### src/rtl/pc_ctrl_pkg.sv
// pc_ctrl_pkg: encodings shared by the jump control and the PC sequencer.
//   jump_op_e  : JumpOP next-PC select codes (PC+4 / branch / JR / jump).
//   pc_state_e : RUN / HOLD state codes of the PC sequencer FSM.
//   PC_STEP    : sequential instruction stride in bytes.
//   branch_offset() : word offset -> sign-extended byte offset.
package pc_ctrl_pkg;

  typedef enum logic [1:0] {
    PCOUT_PLUS4 = 2'd0,
    BRANCH      = 2'd1,
    JR          = 2'd2,
    JUMP        = 2'd3
  } jump_op_e;

  typedef enum logic {
    RUN  = 1'b0,
    HOLD = 1'b1
  } pc_state_e;

  localparam logic [31:0] PC_STEP = 32'd4;

  // Branch immediates count words; shift left two and sign-extend to 32 bits.
  function automatic logic [31:0] branch_offset(input logic [15:0] imm);
    return {{14{imm[15]}}, imm, 2'b00};
  endfunction

endpackage

### src/rtl/pc_ctrl_if.sv
// pc_ctrl_if: bundle between the jump/decode side and the PC sequencer.
//   JumpOP   [1:0]  next-PC select (see jump_op_e)
//   Stall           hold PC this cycle
//   Imm      [15:0] branch offset in words
//   RsData   [31:0] JR target
//   JTarget  [25:0] J-format target field
//   PCout    [31:0] current PC (registered)
//   PC_plus4 [31:0] PCout + 4 (combinational)
//   Flush           one-cycle pulse when a redirect commits
//   Misalign        one-cycle pulse when a committed JR target was unaligned
// master: the side issuing control; slave: the PC sequencer.
interface pc_ctrl_if;
  logic [1:0]  JumpOP;
  logic        Stall;
  logic [15:0] Imm;
  logic [31:0] RsData;
  logic [25:0] JTarget;
  logic [31:0] PCout;
  logic [31:0] PC_plus4;
  logic        Flush;
  logic        Misalign;

  modport master (
    output JumpOP, Stall, Imm, RsData, JTarget,
    input  PCout, PC_plus4, Flush, Misalign
  );

  modport slave (
    input  JumpOP, Stall, Imm, RsData, JTarget,
    output PCout, PC_plus4, Flush, Misalign
  );
endinterface

### src/rtl/pc_target_calc.sv
// pc_target_calc: purely combinational next-PC target selection.
//   pc_i        [31:0] current PC
//   imm_i       [15:0] branch offset in words
//   rs_data_i   [31:0] JR target
//   jtarget_i   [25:0] J-format target field
//   jump_op_i   [1:0]  select code
//   plus4_o     [31:0] pc_i + 4
//   target_o    [31:0] selected target (TRAP_PC substituted for unaligned JR)
//   misalign_o         selected op is JR with an unaligned target
module pc_target_calc
  import pc_ctrl_pkg::*;
#(
  parameter logic [31:0] TRAP_PC = 32'h0000_0080
) (
  input  logic [31:0] pc_i,
  input  logic [15:0] imm_i,
  input  logic [31:0] rs_data_i,
  input  logic [25:0] jtarget_i,
  input  logic [1:0]  jump_op_i,
  output logic [31:0] plus4_o,
  output logic [31:0] target_o,
  output logic        misalign_o
);

  logic [31:0] plus4;
  logic [31:0] br_target;
  logic [31:0] jmp_target;
  logic        rs_unaligned;

  // All arithmetic wraps modulo 2^32 by construction of the 32-bit adders.
  assign plus4        = pc_i + PC_STEP;
  assign br_target    = plus4 + branch_offset(imm_i);
  assign jmp_target   = {plus4[31:28], jtarget_i, 2'b00};
  assign rs_unaligned = (rs_data_i[1:0] != 2'b00);
  assign plus4_o      = plus4;

  always_comb begin
    target_o   = plus4;
    misalign_o = 1'b0;
    case (jump_op_e'(jump_op_i))
      PCOUT_PLUS4: target_o = plus4;
      BRANCH:      target_o = br_target;
      JR: begin
        target_o   = rs_unaligned ? TRAP_PC : rs_data_i;
        misalign_o = rs_unaligned;
      end
      JUMP:        target_o = jmp_target;
      default:     target_o = plus4;
    endcase
  end

endmodule

### src/rtl/pc_ctrl.sv
// pc_ctrl: program-counter register and next-PC sequencer.
//   clk  : rising-edge clock
//   rst  : synchronous, active-low reset
//   bus  : pc_ctrl_if.slave (JumpOP/Stall/Imm/RsData/JTarget in;
//          PCout/PC_plus4/Flush/Misalign out)
// A redirect requested while stalled is parked in a pending register
// (HOLD state) and committed when the stall clears; the first captured
// redirect wins and later requests during the stall are ignored.
module pc_ctrl
  import pc_ctrl_pkg::*;
#(
  parameter logic [31:0] RESET_PC = 32'h0000_0000,
  parameter logic [31:0] TRAP_PC  = 32'h0000_0080
) (
  input  logic clk,
  input  logic rst,
  pc_ctrl_if.slave bus
);

  pc_state_e   state_q, state_d;
  logic [31:0] pc_q, pc_d;
  logic        flush_q, flush_d;
  logic        misalign_q, misalign_d;
  logic [31:0] pend_target_q, pend_target_d;
  logic        pend_mis_q, pend_mis_d;

  logic [31:0] plus4;
  logic [31:0] sel_target;
  logic        sel_misalign;
  logic        redirect;

  pc_target_calc #(
    .TRAP_PC (TRAP_PC)
  ) u_target (
    .pc_i       (pc_q),
    .imm_i      (bus.Imm),
    .rs_data_i  (bus.RsData),
    .jtarget_i  (bus.JTarget),
    .jump_op_i  (bus.JumpOP),
    .plus4_o    (plus4),
    .target_o   (sel_target),
    .misalign_o (sel_misalign)
  );

  assign redirect = (bus.JumpOP != PCOUT_PLUS4);

  always_ff @(posedge clk) begin
    if (!rst) begin
      state_q       <= RUN;
      pc_q          <= RESET_PC;
      flush_q       <= 1'b0;
      misalign_q    <= 1'b0;
      pend_target_q <= '0;
      pend_mis_q    <= 1'b0;
    end else begin
      state_q       <= state_d;
      pc_q          <= pc_d;
      flush_q       <= flush_d;
      misalign_q    <= misalign_d;
      pend_target_q <= pend_target_d;
      pend_mis_q    <= pend_mis_d;
    end
  end

  always_comb begin
    state_d       = state_q;
    pc_d          = pc_q;
    flush_d       = 1'b0;
    misalign_d    = 1'b0;
    pend_target_d = pend_target_q;
    pend_mis_d    = pend_mis_q;

    case (state_q)
      RUN: begin
        if (!bus.Stall) begin
          pc_d       = sel_target;
          flush_d    = redirect;
          misalign_d = sel_misalign;
        end else if (redirect) begin
          // Park the redirect; TRAP_PC substitution is already applied.
          pend_target_d = sel_target;
          pend_mis_d    = sel_misalign;
          state_d       = HOLD;
        end
      end
      HOLD: begin
        if (!bus.Stall) begin
          pc_d          = pend_target_q;
          flush_d       = 1'b1;
          misalign_d    = pend_mis_q;
          pend_target_d = '0;
          pend_mis_d    = 1'b0;
          state_d       = RUN;
        end
      end
      default: state_d = RUN;
    endcase
  end

  assign bus.PCout    = pc_q;
  assign bus.PC_plus4 = plus4;
  assign bus.Flush    = flush_q;
  assign bus.Misalign = misalign_q;

endmodule

### src/flat_wrapper.sv
// flat-port wrapper written by rule: the top's interface ports become plain ports
module pc_ctrl_flat import pc_ctrl_pkg::*;
#(
  parameter logic [31:0] RESET_PC = 32'h0000_0000,
  parameter logic [31:0] TRAP_PC  = 32'h0000_0080
)
  (clk, rst, bus_JumpOP, bus_Stall, bus_Imm, bus_RsData, bus_JTarget, bus_PCout, bus_PC_plus4, bus_Flush, bus_Misalign);
  pc_ctrl_if bus_i ();
  input  logic clk;
  input  logic rst;
  input wire logic [$bits(bus_i.JumpOP)-1:0] bus_JumpOP;
  input wire logic [$bits(bus_i.Stall)-1:0] bus_Stall;
  input wire logic [$bits(bus_i.Imm)-1:0] bus_Imm;
  input wire logic [$bits(bus_i.RsData)-1:0] bus_RsData;
  input wire logic [$bits(bus_i.JTarget)-1:0] bus_JTarget;
  output wire logic [$bits(bus_i.PCout)-1:0] bus_PCout;
  output wire logic [$bits(bus_i.PC_plus4)-1:0] bus_PC_plus4;
  output wire logic [$bits(bus_i.Flush)-1:0] bus_Flush;
  output wire logic [$bits(bus_i.Misalign)-1:0] bus_Misalign;
  assign bus_i.JumpOP = bus_JumpOP;
  assign bus_i.Stall = bus_Stall;
  assign bus_i.Imm = bus_Imm;
  assign bus_i.RsData = bus_RsData;
  assign bus_i.JTarget = bus_JTarget;
  assign bus_PCout = bus_i.PCout;
  assign bus_PC_plus4 = bus_i.PC_plus4;
  assign bus_Flush = bus_i.Flush;
  assign bus_Misalign = bus_i.Misalign;
  pc_ctrl #(.RESET_PC(RESET_PC), .TRAP_PC(TRAP_PC)) u_core (.clk(clk), .rst(rst), .bus(bus_i));
endmodule
### config.mk
export PLATFORM = sky130hd
export DESIGN_NAME = pc_ctrl_flat
export DESIGN_NICKNAME = d
export VERILOG_FILES = /design/src/rtl/pc_ctrl_pkg.sv /design/src/rtl/pc_ctrl_if.sv /design/src/rtl/pc_target_calc.sv /design/src/rtl/pc_ctrl.sv /design/src/flat_wrapper.sv
export SDC_FILE = /design/constraint.sdc
export NUM_CORES = 1
export LEC_CHECK = 0
export CORE_AREA = 2 2 106 108
export DETAILED_ROUTE_END_ITERATION = 6
export DIE_AREA = 0 0 108 110
export GPL_ROUTABILITY_DRIVEN = 0
export PLACE_DENSITY_LB_ADDON = 0.2
export SLEW_MARGIN = 20
export SYNTH_ARGS = -nofsm -noshare
export SYNTH_HDL_FRONTEND = slang
export SYNTH_HIERARCHICAL = 1
export SYNTH_SLANG_ARGS = --single-unit
### constraint.sdc
create_clock -name clk -period 9.22 [get_ports clk]
set_input_delay 1.844 -clock clk [delete_from_list [all_inputs] [get_ports clk]]
set_output_delay 1.844 -clock clk [all_outputs]
set_load 0.02 [all_outputs]
==> qor.txt, run 1 <==
Power Density = 133 nW/µm²
Worst setup startpoint = bus_Imm[0]
Htree depth = 3
Vias in the first global route = 5941
Setup crit end kind = flip-flop
Compound-gate portion of the synthesized area = 22.8%
Synth Instances = 743
R2r worst-path depth = 16
Share of layout cells above drive strength 1 = 5.36%
Worst path bufs/invs = 2
Vias per inst = 6.30
Row Count = 38
CTS resizes = 0
Arrival time worst endpoint = 5.43 ns
Min cycle time layout = 5.13 ns
Max_cap viols = 0
Clk buf depth = 2
Hold Crit Class = flip-flop to flip-flop
WL final = 19.1 mm
GRT overflow = 0
Worst Path Required = 9.52 ns
Top_reg_cell synth = dfxtp_1
Top post-synthesis cells by area = dfxtp_1 23%, mux2i_1 12%, ha_1 7.3%
Share of the yosys chip area belonging to registers = 23.4%
Hpwl dp = 13.2 mm
Cts bufs inserted = 9
Clk sinks = 68
FF-to-FF Start = u_core/bus.PCout[4]
Crit path to = u_core/bus.PCout[30]
Mux share of post-synthesis cell area = 12.8%
First drt pass iteration count = 6
Crit path max-delay cell type = or4_1
CP max stage delay = 0.55 ns
Routed via count = 6286
Worst-Margin Slew = 1.09 ns
Peak Freq = 0.195 GHz
Leakage dissipation = 2.87 nW
Insertion delay to the later sink of the worst-skew pair = 0.37 ns
Worst hold start = u_core/pend_target_q[22]
Synth warn = 6
Layout Nets = 967
Synth Area in XOR/XNOR = 7.24%
Area occupied by multi-input gates = 4160 µm²
Worst hold-check slack = 0.476 ns
Routed len/inst = 19.1 µm
Worst-path cell chain = clkdlybuf4s50_1 > ha_1 > inv_1 > fa_1 > and2b_1 > o21ai_1 > a21boi_0 > o31a_1 > o2111ai_1 > or4_1 > a21oi_1 > mux2i_1 > nor3b_1 > mux2i_1 > a21oi_1
Root buf cell = clkbuf_8
Synth unique cells = 66
Status = completed
Slew HR = 27.0%
Max-slew violations = 0
Post-synthesis simple-gate area fraction = 20.9%
Post-CTS Setup Bufs = 0
Final TNS setup = 0 ns
Die ar. = 11900 µm²
Detail Route Antenna Nets = 0
Max FO, Critical Path = 4
Synth async-reset ratio = 0%
Fin area = 7450 µm²
Mapped Avg Cell Area = 7.83 µm²
Seq. cell area = 1360 µm²
Final Hold Viols = 0
#FFs+latches synth = 68
First-pass GRT wire length = 29.3 mm
Initial antenna violation count = 0
Worst R2R End = u_core/bus.PCout[29]
Area after DPL = 7250 µm²
Area of the core = 10700 µm²
Hold-fix buffers, CTS = 0
Fin crit share = 55.6%
VDD IR-drop max = 0.0000791 V
Area growth, synth to finish = 28.0%
Syn Nets = 857
Starting DRT DRC Count = 499
Largest net degree at the start of global routing = 101
Synthesized-area fraction occupied by adder cells = 7.65%
RSZ-0062 raised after global routing = no
CP Depth = 15
CP startpoint kind = input port
CTS tree = yes
Fillers = 901
IO Port Bufs = 144
Residual DRC count = 0
Area share of the largest cell type after synthesis = 23.4%
CTS clk-pin slew, worst paths = 0.08 ns
Number of flops mapped to enable cells by yosys = 0
Post-Syn Area = 5820 µm²
Starting Density = 54.4%
Setup slack on the worst flop-to-flop path = 4.75 ns
Chip height = 110 µm
ANT cells = 0
Max Clock Skew = 0.00452 ns
CP top delay family = compound AO/OA/AOI/OAI gates
Yosys top cell by area = dfxtp_1
Main combinational cell family by area after synthesis = compound AO/OA/AOI/OAI gates
Top post-synthesis cells by count = 86 x nand2_1, 76 x a21oi_1, 72 x mux2i_1
Cell with the most instances after synthesis = nand2_1
Horiz. Die Dim = 108 µm
Setup violators final = 0
Kind of critical path = input port to flip-flop
I/O Pins = 145
Tot GR Track Use = 31.4%
[cell usage in the layout, fill, tap and decap left out, types with 3 or more instances in the layout]
cell type,instances
ha_1,34
o221ai_1,3
clkdlybuf4s50_1,142
xnor2_1,27
nand4_1,10
dfxtp_1,67
a31oi_1,3
nand2b_1,3
and4_1,3
a21oi_1,76
o21bai_1,6
inv_1,14
a21o_1,6
o31ai_1,5
o21a_1,3
a22oi_1,7
nor3b_1,4
mux2i_1,72
o21ai_0,54
or4_1,4
nor2b_1,7
clkbuf_8,11
and3_1,7
nor3_1,9
xor2_1,18
nand2_1,86
a211oi_1,6
buf_4,8
o22ai_1,4
nor2_1,35
a221oi_1,21
nand3_1,52
o21ai_1,3
[through the flow]
stage / cells / total power, mW / util, % / setup slack, ns
after floorplan: 743 / 0.581 / - / 4.57
after global placement: 982 / 0.705 / 67.8 / 3.84
final: 998 / 0.987 / 69.7 / 4.09
after global routing: 998 / 1.03 / 69.7 / 3.77
after detailed placement: 982 / 0.716 / 67.8 / 3.75
after CTS: 998 / 0.979 / 69.7 / 4.10
[area by class of cell]
| type | instances | area share [%] |
|---|---|---|
| clock inverter | 4 | 0.638 |
| inverter | 16 | 0.806 |
| tap | 140 | 2.35 |
| clock buffer | 12 | 2.08 |
| multi-input combinational | 606 | 55.8 |
| timing repair buffer | 152 | 20.0 |
| sequential | 68 | 18.3 |
[power by group]
part	switching, mW	leakage [nW]	internal, mW	total, mW
registers	0.0244	0.560	0.315	0.340
logic	0.211	2.21	0.169	0.380
clock network	0.129	0.102	0.139	0.268
total	0.364	2.87	0.624	0.987
[how the worst min path moves through the flow]
stage,end,slack (ns),cells after the start
final,u_core/pend_target_q[22],0.48,2
after global placement,u_core/pend_target_q[4],0.45,2
after floorplan,u_core/pend_mis_q,0.45,2
after global routing,u_core/pend_target_q[19],0.48,2
after CTS,u_core/pend_target_q[19],0.48,2
after detailed placement,u_core/pend_target_q[4],0.46,2
[registers in the layout (all words and copies together) (netlist names)]
register,count
u_core/bus.Misalign,1
u_core/bus.PCout,32
u_core/bus.Flush,1
u_core/pend_target_q,32
u_core/state_q,1
u_core/pend_mis_q,1
[kinds of logic after synthesis]
logic type,count (synthesis)
flip-flops,68
AO/OA/AOI/OAI,213
AND/OR/NAND/NOR,238
XOR/XNOR,46
adder cells (fa/ha/maj),35
multiplexers,74
buffers and inverters,69
[layer usage]
metal  GRT usage, %  vias up  routed length, µm
met2           55.2      340               9160
li1               -     2957                  -
met5              0        -                  0
met1           38.3     2936               7700
met3           4.70       53               1620
met4           13.9        0                586
[tightest hold or removal path: stages, from the launching register on]
cell	delay, ns
dfxtp_1	0.31
nand3_1	0.06
mux2i_1	0.06
(Power assumes the default switching activity.)
==> inputs of run 2 (changes only) <==
--- a/config.mk
+++ b/config.mk
@@ -5,9 +5,9 @@
 export SDC_FILE = /design/constraint.sdc
 export NUM_CORES = 1
 export LEC_CHECK = 0
-export CORE_AREA = 2 2 106 108
+export CORE_AREA = 2 2 116 118
 export DETAILED_ROUTE_END_ITERATION = 6
-export DIE_AREA = 0 0 108 110
+export DIE_AREA = 0 0 118 120
 export GPL_ROUTABILITY_DRIVEN = 0
 export PLACE_DENSITY_LB_ADDON = 0.2
 export SLEW_MARGIN = 20
==> constraint.sdc (replaced) <==
create_clock -name clk -period 4.7 [get_ports clk]
set_input_delay 0.94 -clock clk [delete_from_list [all_inputs] [get_ports clk]]
set_output_delay 0.94 -clock clk [all_outputs]
set_load 0.02 [all_outputs]
==> run 2 against run 1 <==
Clock power grew to 2.6 times the previous value. Sequential power grew 96%. Critical path type is now flip-flop to flip-flop. Largest cell class unchanged. Clock skew grew 0.0010 ns. Combinational power grew 100%. Register-to-register slack lost 4.3 ns. Worst hold slack lost 0.0058 ns.
==> qor.txt, run 2 (synthesis gave the netlist of run 1 again) <==
Status = completed
First-pass GRT wire length = 31.3 mm
Max Clock Skew = 0.00553 ns
Dpl cells = 1031
Hold Crit Class = flip-flop to flip-flop
Routed len/inst = 18.8 µm
Starting Density = 44.8%
Fillers = 1138
Most common cell after layout, fill and taps aside = clkdlybuf4s50_1
Horiz. Die Dim = 118 µm
Residual DRC count = 0
Tot GR Track Use = 27.5%
Htree depth = 3
Min cycle time layout = 4.30 ns
Post-CTS Setup Bufs = 0
Final TNS setup = 0 ns
Slew HR = 27.6%
Cts bufs inserted = 9
CTS resizes = 0
Detail Route Antenna Nets = 0
CTS clk-pin slew, worst paths = 0.06 ns
Post-Layout Cell Count = 1047
Crit path to = u_core/bus.PCout[31]
End-of-flow core utilization = 59.4%
Worst-Margin Slew = 1.08 ns
Layout Nets = 980
Kind of critical path = flip-flop to flip-flop
IO Port Bufs = 144
Setup slack on the worst flop-to-flop path = 0.40 ns
Vias in the first global route = 6215
ANT cells = 0
Hold-fix buffers, CTS = 0
Initial antenna violation count = 0
Clk buf depth = 2
Hpwl dp = 14.1 mm
Chip height = 120 µm
Final Hold Viols = 0
Total power = 2.13 mW
Vias per inst = 5.98
Max-slew violations = 0
R2r worst-path depth = 16
Root buf cell = clkbuf_16
Worst hold-check slack = 0.470 ns
Die ar. = 14200 µm²
Share of layout cells above drive strength 1 = 6.77%
Most frequent cells in the layout = 142 x clkdlybuf4s50_1, 86 x nand2_1, 76 x a21oi_1, 72 x mux2i_1, 67 x dfxtp_1
Area occupied by multi-input gates = 4160 µm²
Leakage dissipation = 2.99 nW
Arrival time worst endpoint = 4.56 ns
Power Density = 276 nW/µm²
Fin area = 7710 µm²
Peak Freq = 0.233 GHz
Fin crit share = 91.4%
First drt pass iteration count = 5
Row Count = 42
Starting DRT DRC Count = 472
Setup slack after layout = 0.402 ns
Seq. cell area = 1360 µm²
Pre-CTS WS = 0.158 ns
Setup violators final = 0
Worst Path Required = 4.96 ns
Area growth, synth to finish = 32.5%
Insertion delay to the later sink of the worst-skew pair = 0.34 ns
GRT overflow = 0
CTS tree = yes
VDD IR-drop max = 0.000166 V
I/O Pins = 145
RSZ-0062 raised after global routing = no
CP startpoint kind = flip-flop
Worst setup startpoint = u_core/bus.PCout[5]
Clk sinks = 68
Hold-critical path depth = 2
Worst R2R End = u_core/bus.PCout[31]
Max FO, Critical Path = 10
WL final = 19.7 mm
Area after DPL = 7400 µm²
FF-to-FF Start = u_core/bus.PCout[5]
Area of the core = 13000 µm²
Largest net degree at the start of global routing = 75
Setup crit end kind = flip-flop
Routed via count = 6264
Max_cap viols = 0
==> run 2: final cells by class <==
type | instances | area share [%]
clock buffer | 12 | 3.33
clock inverter | 4 | 0.617
inverter | 16 | 0.779
multi-input combinational | 606 | 54.0
sequential | 68 | 17.7
tap | 176 | 2.86
timing repair buffer | 165 | 20.8
==> run 2: how the worst min path moves through the flow <==
stage                                   startpoint                       end  slack, ns
after floorplan                  u_core/pend_mis_q         u_core/pend_mis_q       0.45
after global placement    u_core/pend_target_q[15]  u_core/pend_target_q[15]       0.45
after detailed placement  u_core/pend_target_q[14]  u_core/pend_target_q[14]       0.46
after CTS                 u_core/pend_target_q[24]  u_core/pend_target_q[24]       0.47
after global routing      u_core/pend_target_q[22]  u_core/pend_target_q[22]       0.49
final                            u_core/pend_mis_q         u_core/pend_mis_q       0.47
==> run 2: metal layers <==
| layer | vias to the layer above | global-route usage [%] | wire length [µm] |
|---|---|---|---|
| li1 | 2987 | - | - |
| met4 | 0 | 10.5 | 476 |
| met2 | 308 | 47.5 | 9500 |
| met5 | - | 0 | 0 |
| met1 | 2934 | 33.7 | 8190 |
| met3 | 35 | 5.75 | 1550 |
==> run 2: critical path: stages, from the launching register on <==
cell and delay [ns]:
dfxtp_1 0.43, and4_1 0.34, nand3_1 0.20, nor2_1 0.25, and3_1 0.25, nand3_1 0.11, xnor2_1 0.32, ha_1 0.40
a21oi_1 0.21, o21ai_0 0.12, o31ai_2 0.41, o21ai_2 0.15, a41oi_1 0.24, mux2_2 0.37, a22oi_2 0.15, mux2i_1 0.09
a21oi_1 0.17
==> run 2: power breakdown <==
group          total [mW]  internal, mW  switching [mW]
clock               0.704         0.438           0.265
combinational       0.762         0.342           0.420
sequential          0.665         0.620          0.0451
total                2.13          1.40           0.730
==> inputs of run 3 (changes only) <==
--- a/config.mk
+++ b/config.mk
@@ -9,6 +9,7 @@
 export DETAILED_ROUTE_END_ITERATION = 6
 export DIE_AREA = 0 0 118 120
 export GPL_ROUTABILITY_DRIVEN = 0
+export MAX_ROUTING_LAYER = met4
 export PLACE_DENSITY_LB_ADDON = 0.2
 export SLEW_MARGIN = 20
 export SYNTH_ARGS = -nofsm -noshare
==> run 3 against run 2 <==
Clock skew hardly changed. Worst hold slack hardly changed. Global-route usage is 0.76 points higher. Combinational power hardly changed. Routed wire length is 0.15% higher. First-iteration DRC count is 15% higher. Worst setup slack better by 0.0017 ns. Via count is 0.24% lower. Critical endpoint unchanged. Largest power group unchanged. Highest routed layer unchanged.
==> qor.txt, run 3 (synthesis gave the netlist of run 1 again) <==
Clk buf depth = 2
Starting DRT DRC Count = 542
IO Port Bufs = 144
Min cycle time layout = 4.30 ns
Power Density = 276 nW/µm²
RSZ-0062 raised after global routing = no
Sw Pwr = 0.730 mW
Htree depth = 3
Row Count = 42
CP startpoint kind = flip-flop
Max_cap viols = 0
ANT cells = 0
Worst-Margin Slew = 1.10 ns
Root buf cell = clkbuf_16
Arrival time worst endpoint = 4.56 ns
Kind of critical path = flip-flop to flip-flop
Tot GR Track Use = 28.3%
Cts bufs inserted = 9
Largest net degree at the start of global routing = 75
Sw frac = 34.3%
CP top delay family = compound AO/OA/AOI/OAI gates
Seq. cell area = 1360 µm²
Max FO, Critical Path = 6
Slew HR = 26.7%
Routed len/inst = 18.9 µm
P_int = 1.40 mW
Layout Nets = 980
WL final = 19.7 mm
Setup crit end kind = flip-flop
Area growth, synth to finish = 32.5%
Worst Path Required = 4.97 ns
Hold Crit Class = flip-flop to flip-flop
Final TNS setup = 0 ns
Status = completed
Max Clock Skew = 0.00549 ns
Clk sinks = 68
CTS resizes = 0
Fin area = 7710 µm²
Most frequent cells in the layout = 142 x clkdlybuf4s50_1, 86 x nand2_1, 76 x a21oi_1, 72 x mux2i_1, 67 x dfxtp_1
Peak Freq = 0.233 GHz
Hold-fix buffers, CTS = 0
Area after DPL = 7400 µm²
Most common cell after layout, fill and taps aside = clkdlybuf4s50_1
Worst-path cell chain = and4_1 > nand4_4 > nor2_1 > xor2_1 > ha_1 > and4_1 > nor3b_2 > o21ai_1 > a211oi_2 > o31ai_2 > o21ai_2 > a41oi_1 > mux2_2 > a22oi_2 > mux2i_1 > a21oi_1
Top cell by count, worst path = and4_1
Max-slew violations = 0
Starting Density = 44.8%
Fin crit share = 91.4%
Combinational share of power = 35.8%
Sequential share of power = 31.2%
Routed via count = 6249
Fillers = 1138
Chip height = 120 µm
Post-CTS Setup Bufs = 0
Residual DRC count = 0
Hpwl dp = 14.1 mm
CP max stage delay = 0.43 ns
Crit path max-delay cell type = dfxtp_1
First drt pass iteration count = 5
I/O Pins = 145
Insertion delay to the later sink of the worst-skew pair = 0.34 ns
Leakage dissipation = 2.99 nW
Worst path bufs/invs = 0
CTS tree = yes
Die ar. = 14200 µm²
Detail Route Antenna Nets = 0
End-of-flow core utilization = 59.4%
Vias in the first global route = 6212
Horiz. Die Dim = 118 µm
Clk pwr share = 32.9%
Initial antenna violation count = 0
GRT overflow = 0
CTS clk-pin slew, worst paths = 0.06 ns
Setup violators final = 0
First-pass GRT wire length = 31.3 mm
Share of layout cells above drive strength 1 = 6.77%
Vias per inst = 5.97
Area occupied by multi-input gates = 4160 µm²
Final Hold Viols = 0
VDD IR-drop max = 0.000165 V
Area of the core = 13000 µm²
## run 3: cell counts in the layout (fill, tap and decap cells not counted)
Identical to the previous run, type by type.
## run 3: worst reg2reg max path, delay by kind of cell, from the launching register on
| kind | cells | cell delay (ns) |
|---|---|---|
| AOI/OAI and AO/OA | 7 | 1.44 |
| xor gates and xnor gates | 1 | 0.35 |
| DFF | 1 | 0.43 |
| muxes | 2 | 0.46 |
| adders and majority gates | 1 | 0.34 |
| and+or+nand+nor | 5 | 1.21 |
## run 3: final timing paths
check	from	endpoint	slack (ns)	cells past startpoint
worst min register to register	u_core/pend_mis_q	u_core/pend_mis_q	0.47	2
worst max-delay path	u_core/bus.PCout[5]	u_core/bus.PCout[31]	0.40	16
worst min-delay path	u_core/pend_mis_q	u_core/pend_mis_q	0.47	2
worst max register to register	u_core/bus.PCout[5]	u_core/bus.PCout[31]	0.40	16
## run 3: area by class of cell
class                           instances  area share [%]
Clock buffer                           12            3.33
Clock inverter                          4           0.617
Inverter                               16           0.779
Multi-Input combinational cell        606            54.0
Sequential cell                        68            17.7
Tap cell                              176            2.86
Timing Repair Buffer                  165            20.8
## run 3: power by group through the flow
stage | Combinational, mW | Clock (mW) | Sequential (mW)
after floorplan | 0.445 | 0 | 0.695
after global placement | 0.732 | 0 | 0.673
after detailed placement | 0.747 | 0 | 0.676
after CTS | 0.753 | 0.711 | 0.664
after global routing | 0.821 | 0.738 | 0.671
final | 0.763 | 0.701 | 0.665
## run 3: through the flow
stage | setup slack, ns | hold slack [ns] | cells | power (mW)
after floorplan | 0.591 | 0.446 | 743 | 1.14
after global placement | 0.243 | 0.452 | 1031 | 1.41
after detailed placement | 0.158 | 0.462 | 1031 | 1.42
after CTS | 0.460 | 0.474 | 1047 | 2.13
after global routing | 0.0656 | 0.492 | 1047 | 2.23
final | 0.404 | 0.470 | 1047 | 2.13
## run 3: layer usage
layer,track usage (%),share of wire [%]
met1,34.2,42
met2,47.2,48
met3,4.75,6.8
met5,-,0
met4,11.1,2.4
